File: src/rtl/fifo_serial_tx_pkg.sv
// Shared types and line-level constants for the FIFO-drain serial transmitter.
// Latency: n/a (declarations only).
// Backpressure: n/a (declarations only).
package fifo_serial_tx_pkg;

    // Frame sequencer states; PARITY is only reachable when the parity build option is on
    typedef enum logic [2:0] {
        IDLE   = 3'd0,
        START  = 3'd1,
        DATA   = 3'd2,
        PARITY = 3'd3,
        STOP   = 3'd4
    } tx_state_t;

    localparam logic START_BIT  = 1'b0;
    localparam logic STOP_BIT   = 1'b1;
    localparam logic IDLE_LEVEL = 1'b1;
    localparam int   DATA_BITS  = 8;

    // Even parity: the bit that makes the total count of ones even
    function automatic logic even_parity(input logic [DATA_BITS-1:0] b);
        return ^b;
    endfunction

endpackage

File: src/rtl/tx_bit_timer.sv
// Bit-period timer: counts 0..CLKS_PER_BIT-1 and flags the terminal count.
// Latency: tick is combinational from the count; count updates every clk.
// Backpressure: none; clear holds the count at zero.
module tx_bit_timer #(
    parameter int CLKS_PER_BIT = 16
) (
    input  logic clk,
    input  logic reset,
    input  logic clear,
    output logic tick
);

    localparam int CNT_W = $clog2(CLKS_PER_BIT);
    localparam logic [CNT_W-1:0] TERMINAL = CNT_W'(CLKS_PER_BIT - 1);

    logic [CNT_W-1:0] cnt;

    assign tick = (cnt == TERMINAL);

    // Free-running bit counter, wrapped at terminal count and held at zero while cleared
    always_ff @(posedge clk or negedge reset) begin
        if (!reset) begin
            cnt <= '0;
        end else if (clear || tick) begin
            cnt <= '0;
        end else begin
            cnt <= cnt + 1'b1;
        end
    end

endmodule

File: src/rtl/fifo_serial_tx.sv
// Pops bytes from a show-ahead FIFO and sends them as start/8 data LSB-first/stop frames
// (plus even parity when FIFO_SERIAL_TX_PARITY_EN is defined). Latency: start bit one cycle after rdEn.
// Backpressure: reads only from IDLE with tx_en high; a frame in flight always finishes.
module fifo_serial_tx
    import fifo_serial_tx_pkg::*;
#(
    parameter int CLKS_PER_BIT = 16,
    parameter int DATA_W       = 8
) (
    input  logic              clk,
    input  logic              reset,
    input  logic              fifo_empty,
    input  logic [DATA_W-1:0] data_in,
    output logic              rdEn,
    input  logic              tx_en,
    output logic              tx,
    output logic              busy,
    output logic              frame_done
);

    tx_state_t         state, state_nxt;
    logic [DATA_W-1:0] shift_q, shift_nxt;
    logic [2:0]        bit_idx_q, bit_idx_nxt;
    logic              tx_q, tx_nxt;
    logic              tick;
    logic              rd_go;
`ifdef FIFO_SERIAL_TX_PARITY_EN
    logic              parity_q;
`endif

    // A pop happens only from IDLE; reset is folded in so no read can leak out during reset
    assign rd_go = reset & tx_en & ~fifo_empty & (state == IDLE);
    assign rdEn  = rd_go;

    // Timer is held at zero in IDLE so each start bit gets a full period from the load edge
    tx_bit_timer #(
        .CLKS_PER_BIT (CLKS_PER_BIT)
    ) u_bit_timer (
        .clk   (clk),
        .reset (reset),
        .clear (state == IDLE),
        .tick  (tick)
    );

    // State register
    always_ff @(posedge clk or negedge reset) begin
        if (!reset) begin
            state <= IDLE;
        end else begin
            state <= state_nxt;
        end
    end

    // Next-state: every non-idle state lasts exactly one bit period
    always_comb begin
        state_nxt = state;
        case (state)
            IDLE:   if (rd_go) state_nxt = START;
            START:  if (tick)  state_nxt = DATA;
            DATA: begin
                if (tick && (bit_idx_q == 3'(DATA_BITS - 1))) begin
`ifdef FIFO_SERIAL_TX_PARITY_EN
                    state_nxt = PARITY;
`else
                    state_nxt = STOP;
`endif
                end
            end
`ifdef FIFO_SERIAL_TX_PARITY_EN
            PARITY: if (tick)  state_nxt = STOP;
`endif
            STOP:   if (tick)  state_nxt = IDLE;
            default:           state_nxt = IDLE;
        endcase
    end

    // Datapath next values: load on pop, shift right at the end of each data bit
    always_comb begin
        shift_nxt   = shift_q;
        bit_idx_nxt = bit_idx_q;
        if (rd_go) begin
            shift_nxt = data_in;
        end else if ((state == DATA) && tick) begin
            shift_nxt   = {1'b0, shift_q[DATA_W-1:1]};
            bit_idx_nxt = bit_idx_q + 3'd1;
        end
    end

    // Line level for the coming cycle, derived from next state so tx lines up with the state
    always_comb begin
        tx_nxt = IDLE_LEVEL;
        case (state_nxt)
            START:  tx_nxt = START_BIT;
            DATA:   tx_nxt = shift_nxt[0];
`ifdef FIFO_SERIAL_TX_PARITY_EN
            PARITY: tx_nxt = parity_q;
`endif
            STOP:   tx_nxt = STOP_BIT;
            default: tx_nxt = IDLE_LEVEL;
        endcase
    end

    assign busy       = (state != IDLE);
    assign frame_done = (state == STOP) && tick;
    assign tx         = tx_q;

    // Datapath and registered line driver; reset forces the line idle at once
    always_ff @(posedge clk or negedge reset) begin
        if (!reset) begin
            shift_q   <= '0;
            bit_idx_q <= '0;
            tx_q      <= IDLE_LEVEL;
        end else begin
            shift_q   <= shift_nxt;
            bit_idx_q <= bit_idx_nxt;
            tx_q      <= tx_nxt;
        end
    end

`ifdef FIFO_SERIAL_TX_PARITY_EN
    // Parity is taken from the byte as popped, before the shifter consumes it
    always_ff @(posedge clk or negedge reset) begin
        if (!reset) begin
            parity_q <= 1'b0;
        end else if (rd_go) begin
            parity_q <= even_parity(data_in);
        end
    end
`endif

endmodule

File: config.mk
export PLATFORM = sky130hd
export DESIGN_NAME = fifo_serial_tx
export DESIGN_NICKNAME = d
export VERILOG_FILES = /design/src/rtl/fifo_serial_tx_pkg.sv /design/src/rtl/tx_bit_timer.sv /design/src/rtl/fifo_serial_tx.sv
export SDC_FILE = /design/constraint.sdc
export NUM_CORES = 1
export LEC_CHECK = 0
export CORE_MARGIN = 2
export CORE_UTILIZATION = 32
export DETAILED_ROUTE_END_ITERATION = 10
export DONT_BUFFER_PORTS = 1
export HOLD_SLACK_MARGIN = 0.15
export REMOVE_ABC_BUFFERS = 1
export SKIP_LAST_GASP = 1
export SYNTH_ARGS = -nofsm -noshare
export SYNTH_HDL_FRONTEND = slang
export SYNTH_SLANG_ARGS = --single-unit
File: constraint.sdc
create_clock -name clk -period 2.2 [get_ports clk]
set_input_delay 0.11 -clock clk [delete_from_list [all_inputs] [get_ports clk]]
set_output_delay 0.11 -clock clk [all_outputs]
set_load 0.005 [all_outputs]
# Yosys cells after proc, flatten, opt, wreduce, memory -nomap -nowiden

Cells that the tools add are included.

Input bits: 12
Logic and storage cells: 37
Bits in registers: 19
Output and inout port bits: 4

Multiplexer cells: 9
Reduce and logical (&&, ||, !) cells: 8
Bitwise gates (word level): 5
Add/sub/neg operators: 2
Eq/ne operators: 7

Operators with widths:

| kind                                                 | number |
|---|---|
| 2-to-1 mux 8 bit                                     | 2 |
| 2-to-1 mux 3 bit                                     | 4 |
| case mux 3 bit (4 select lines)                      | 1 |
| equality test 3 x 1 -> 1 bit (second input constant) | 2 |
| equality test 3 x 2 -> 1 bit (second input constant) | 2 |
| equality test 3 bit (second input constant)          | 2 |
| adder 4 x 1 -> 4 bit (second input constant)         | 1 |
| equality test 4 bit (second input constant)          | 1 |
| 2-to-1 mux 4 bit                                     | 1 |
| adder 3 x 1 -> 3 bit (second input constant)         | 1 |
| bitwise AND 1 bit                                    | 3 |
| logical AND 1 bit                                    | 3 |
| logical NOT 3 bit                                    | 1 |
| nonzero test 3 bit                                   | 1 |
| inverter 1 bit                                       | 2 |
| case mux 1 bit (2 select lines)                      | 1 |
| AND reduction 2 bit                                  | 1 |
| nonzero test 2 bit                                   | 1 |
| logical OR 1 bit                                     | 1 |

# Logic depth before layout (Yosys ltp)

Word-level depth: 7
Depth in mapped cells: 6
Mapped depth without buffers: 5

# Modules after synthesis

A second synthesis with hierarchy kept.

Cells, all modules: 79
Area total of the unflattened synthesis: 890.9 um^2

By module, submodules not included:

| module         | seq. area each (um^2) | area each (um^2) | instances | cells an instance |
|---|---|---|---|---|
| fifo_serial_tx | 376.6                 | 719.4            | 1         | 66 |
| tx_bit_timer   | 100.1                 | 171.4            | 1         | 13 |

# Worst setup path after synthesis

Ideal clock, no wire load.

Path kind: register to register
Start point: reg state[2]
End point: reg shift_q[7]
Library setup time: 0.121 ns
Slack: 0.507 ns
Buffers on the path: 1
Arrival time: 1.572 ns
Required time: 2.079 ns
Stages on the path, launching flop included: 7
Cell sequence: dfrtp_1 > or3_4 > or3_1 > buf_6 > clkinv_8 > nor2_2 > a22o_1

Longest elaborated chain between the ends: 3
Elaborated cells on any way between the ends: 6
Those cells by class: eq/ne: 1; mux: 1; bitwise: 1; reduce/logical: 3

Ends and longest elaborated chain:

| element                                                       | line                  | RTL |
|---|---|---|
| start: declaration                                            | fifo_serial_tx.sv:21  | `tx_state_t state, state_nxt;` |
| start signal: assignment                                      | fifo_serial_tx.sv:50  | `state <= state_nxt;` |
| logical NOT 3 bit (*)                                         | fifo_serial_tx.sv:32  | `assign rd_go = reset & tx_en & ~fifo_empty & (state == IDLE);` |
| bitwise AND 1 bit (*)                                         | fifo_serial_tx.sv:32  |  |
| named net rdEn                                                | fifo_serial_tx.sv:14  | `output logic rdEn,` |
| 2-to-1 mux 8 bit / nonzero test 2 bit (equally long branches) | n/a                   |  |
| end signal: assignment                                        | fifo_serial_tx.sv:114 | `shift_q <= shift_nxt;` |
| end: declaration                                              | fifo_serial_tx.sv:22  | `logic [DATA_W-1:0] shift_q, shift_nxt;` |

The timed path passes the listed nets; every way through them passes the cells marked *.
A chain may end at the register's enable or synchronous reset.

# Worst setup path in the final report

Start point: reg state[2]
End point: out rdEn

Longest elaborated chain between the ends: 2

Ends and longest elaborated chain:

| element           | line |
|---|---|
| logical NOT 3 bit | fifo_serial_tx.sv:32 |
| bitwise AND 1 bit | fifo_serial_tx.sv:32 |
| end: declaration  | fifo_serial_tx.sv:14 |

Every way passes these cells.

==> results by group <==
Route
  • Vias per cell: just under 5
  • Via count: between 500 and 600
  • Routed Antenna Nets: 0
  • Starting DRT DRC Count: 30
  • Wire per inst: 13.64 µm
  • Final wirelength: 1623 µm
  • Drt drc: 0
  • TritonRoute pass-1 iters: 4

Yosys
  • Avg Cell Area, Syn: 11.65 µm²
  • Synth async-reset ratio: 1.000
  • Most common library cells after synthesis: dfrtp_1, nand2_1, nand3_1
  • Count of flip-flops with a built-in enable after synthesis: 0
  • Syn Std Cell Area: 897.1 µm²
  • Most numerous cell in the Yosys netlist: dfrtp_1
  • Largest cells by area after synthesis: dfrtp_1, nand3_1, a22oi_1
  • Netlist cell types: 30
  • Sequential element share of the synthesized area: 0.5314
  • Post-synth top area cell: dfrtp_1
  • Mapped Cells: 77
  • Yosys top cell area share: 0.5021
  • Ys Warns: 0
  • Most used DFF post-synth: dfrtp_1
  • Synthesis-stage register bit count: 19

Status
  • Status: finished, final reports clean

Critical path
  • CP max stage delay: 0.55 ns
  • Crit Path Max Fanout: 10
  • CP max-delay cell: or3_1
  • Critical Path RT: 2.09 ns
  • Cells along the critical path: or3_4, or3_1, clkinv_8
  • Crit path buf inv count: 1
  • Crit-path leading delay family: simple AND/OR/NAND/NOR gates
  • CP Capture Type: output port
  • Worst reg2reg path endpoint: shift_q[6]$_DFFE_PN0P_
  • CP startpoint: state[2]$_DFF_PN0_
  • FF-to-FF setup slack: 0.29 ns
  • Data arrival, critical path: 1.87 ns
  • CP Launch Type: flip-flop
  • RR Startpoint: state[2]$_DFF_PN0_
  • Worst setup path class: flip-flop to output port
  • Crit path capture: rdEn
  • WP depth: 3
  • Reg2reg path depth: 5

Power
  • Switch Pwr: between 0.1 and 0.15 mW
  • Combinational Power Share: 0.042
  • Clk pwr share: 0.317
  • P_int: around 0.43 mW
  • Seq pwr share: 0.640
  • Power consumption: 0.5538 mW
  • PwrDens: 538.4 mW/mm²
  • Switch share: 0.2177
  • Max VDD drop: 0.0005326 V
  • Leakage power total: 0.5330 nW

Clock network
  • CTS Buffer Depth: 2
  • Total CTS buffers: 3
  • Htree depth: 1
  • TritonCTS sink count: 19
  • Worst-Skew Late Latency: 0.30 ns
  • Clock root cell: clkbuf_4
  • Setup bufs post-CTS: 0
  • Hold-fix buffers, CTS: 9
  • Clk slew on worst S/H paths: approximately 0.10 ns
  • Post-cts resize count: 0
  • CTS tree: done

Finish
  • Design area: 0.001028 mm²
  • Ant diodes: 0
  • Layout cells sized above 1: 0.1705
  • Fin nets: 104
  • Area Overhead vs Synth: 14.64%

STA
  • Hold_ws: approximately 0.34 ns
  • Post-route setup TNS: 0 ns
  • Unrepaired setup endpoints after global routing: no
  • Min cycle time layout: ~2 ns
  • Worst slew margin: 0.4442
  • Period utilization: 0.8992
  • Final hold vios: 0
  • Fmax: 505.5 MHz
  • Final number of max-transition violations: 0
  • Worst-margin pin slew: 0.8309 ns
  • Endpoints failing setup: 0
  • Worst Clk Skew: 0.001046 ns

Global route
  • GRT Total Usage: 0.1113
  • Routing usage on met1: 0.1424
  • Largest net degree at the start of global routing: 20
  • GR Overflow Total: 0
  • Initial antenna violation count: 0
  • Vias in the first global route: approximately 600
  • Gr busiest metal: met2
  • M2 GR Usage: 0.1790
  • First-pass GRT wire length: 2753 µm
  • Met3 Use GR: 0.04762

Floorplan
  • Ports: 16
  • Die H: 56.95 µm
  • Initial Util: 0.3310
  • Die Wd: 56.95 µm
  • Rows: 19
  • Die area: 0.003243 mm²
  • Core Region: 0.002710 mm²

Run
  • Max Cap Viol: 0

Place
  • DP HPWL: 1112 µm
  • IO Port Bufs: 0
  • GP Congestion: 0.7421
  • Placed inst area: 910.9 µm²

Min path
  • Hold Crit Class: input port to asynchronous set/reset pin
-- cell usage in the layout (no fill, tap or decap) --
master	n
a22o_1	1
clkbuf_4	3
nor2_2	1
a31oi_2	1
nor2_1	4
nand3b_1	2
dlygate4sd3_1	9
a22oi_1	5
dfstp_2	1
or3_1	1
or3_4	1
and3_1	2
nor4b_1	1
a22o_2	1
ha_1	3
and3_2	1
nand3_1	9
xnor2_1	1
a21oi_1	1
o21ai_0	1
and2_1	1
mux2_2	2
and2_2	1
nand2_1	10
xor2_1	2
clkinv_2	1
dfrtp_1	18
a21o_1	1
clkinv_8	1
a22oi_4	1
o22ai_1	1
-- sequential cells by signal (all words and copies together), names as in the netlist --
name             cells
u_bit_timer.cnt      4
state                3
tx                   1
shift_q              8
bit_idx_q            3
-- worst min-delay path by stage --
stage | endpoint | depth (start not counted)
after CTS | bit_idx_q[2]$_DFFE_PN0P_ | 1
after global placement | u_bit_timer.cnt[2]$_DFF_PN0_ | 0
after detailed placement | u_bit_timer.cnt[1]$_DFF_PN0_ | 0
after global routing | bit_idx_q[2]$_DFFE_PN0P_ | 1
final | state[2]$_DFF_PN0_ | 1
after floorplan | bit_idx_q[0]$_DFFE_PN0P_ | 0
-- power groups by stage --
| stage | Combinational, mW | Sequential, mW | Clock, mW |
|---|---|---|---|
| after floorplan | 0.00341 | 0.361 | 0 |
| after global placement | 0.00407 | 0.362 | 0 |
| after detailed placement | 0.00406 | 0.361 | 0 |
| after CTS | 0.0243 | 0.355 | 0.182 |
| after global routing | 0.0263 | 0.355 | 0.203 |
| final | 0.0235 | 0.355 | 0.176 |
-- metal layers --
| metal | vias up | wire length [µm] |
|---|---|---|
| met5 | - | 0 |
| met4 | 0 | 14 |
| met3 | 2 | 87 |
| met2 | 13 | 784 |
| met1 | 279 | 736 |
| li1 | 298 | - |
-- metrics by stage --
step | worst slack [ns] | utilization | instances
6_report | 0.2217 | 0.3795 | 119
5_1_grt | 0.1383 | 0.3795 | 119
4_1_cts | 0.2152 | 0.3795 | 119
3_5_place_dp | 0.2953 | 0.3361 | 106
3_3_place_gp | 0.3436 | 0.3361 | 106
2_1_floorplan | 0.4195 | - | 75
-- cells by family (layout without fill, tap and decap cells) --
group                    Yosys count  count (layout)  synth area share
XOR/XNOR                           3               3           0.02929
buffers and inverters              3              14           0.04603
AO/OA/AOI/OAI                     13              13            0.1269
adder cells (fa/ha/maj)            3               3           0.04185
flip-flops                        19              19            0.5314
multiplexers                       2               2           0.02510
AND/OR/NAND/NOR                   34              34            0.1995
-- area by class of cell --
class / instances / area, µm²
fill: 278 / 1682
sequential: 19 / 476.7
multi-input combinational: 55 / 379.1
timing repair buffer: 9 / 90.09
tap: 31 / 38.79
clock buffer: 3 / 22.52
inverter: 1 / 16.27
clock inverter: 1 / 5.005
No activity file was read; power rests on OpenSTA's default activity.
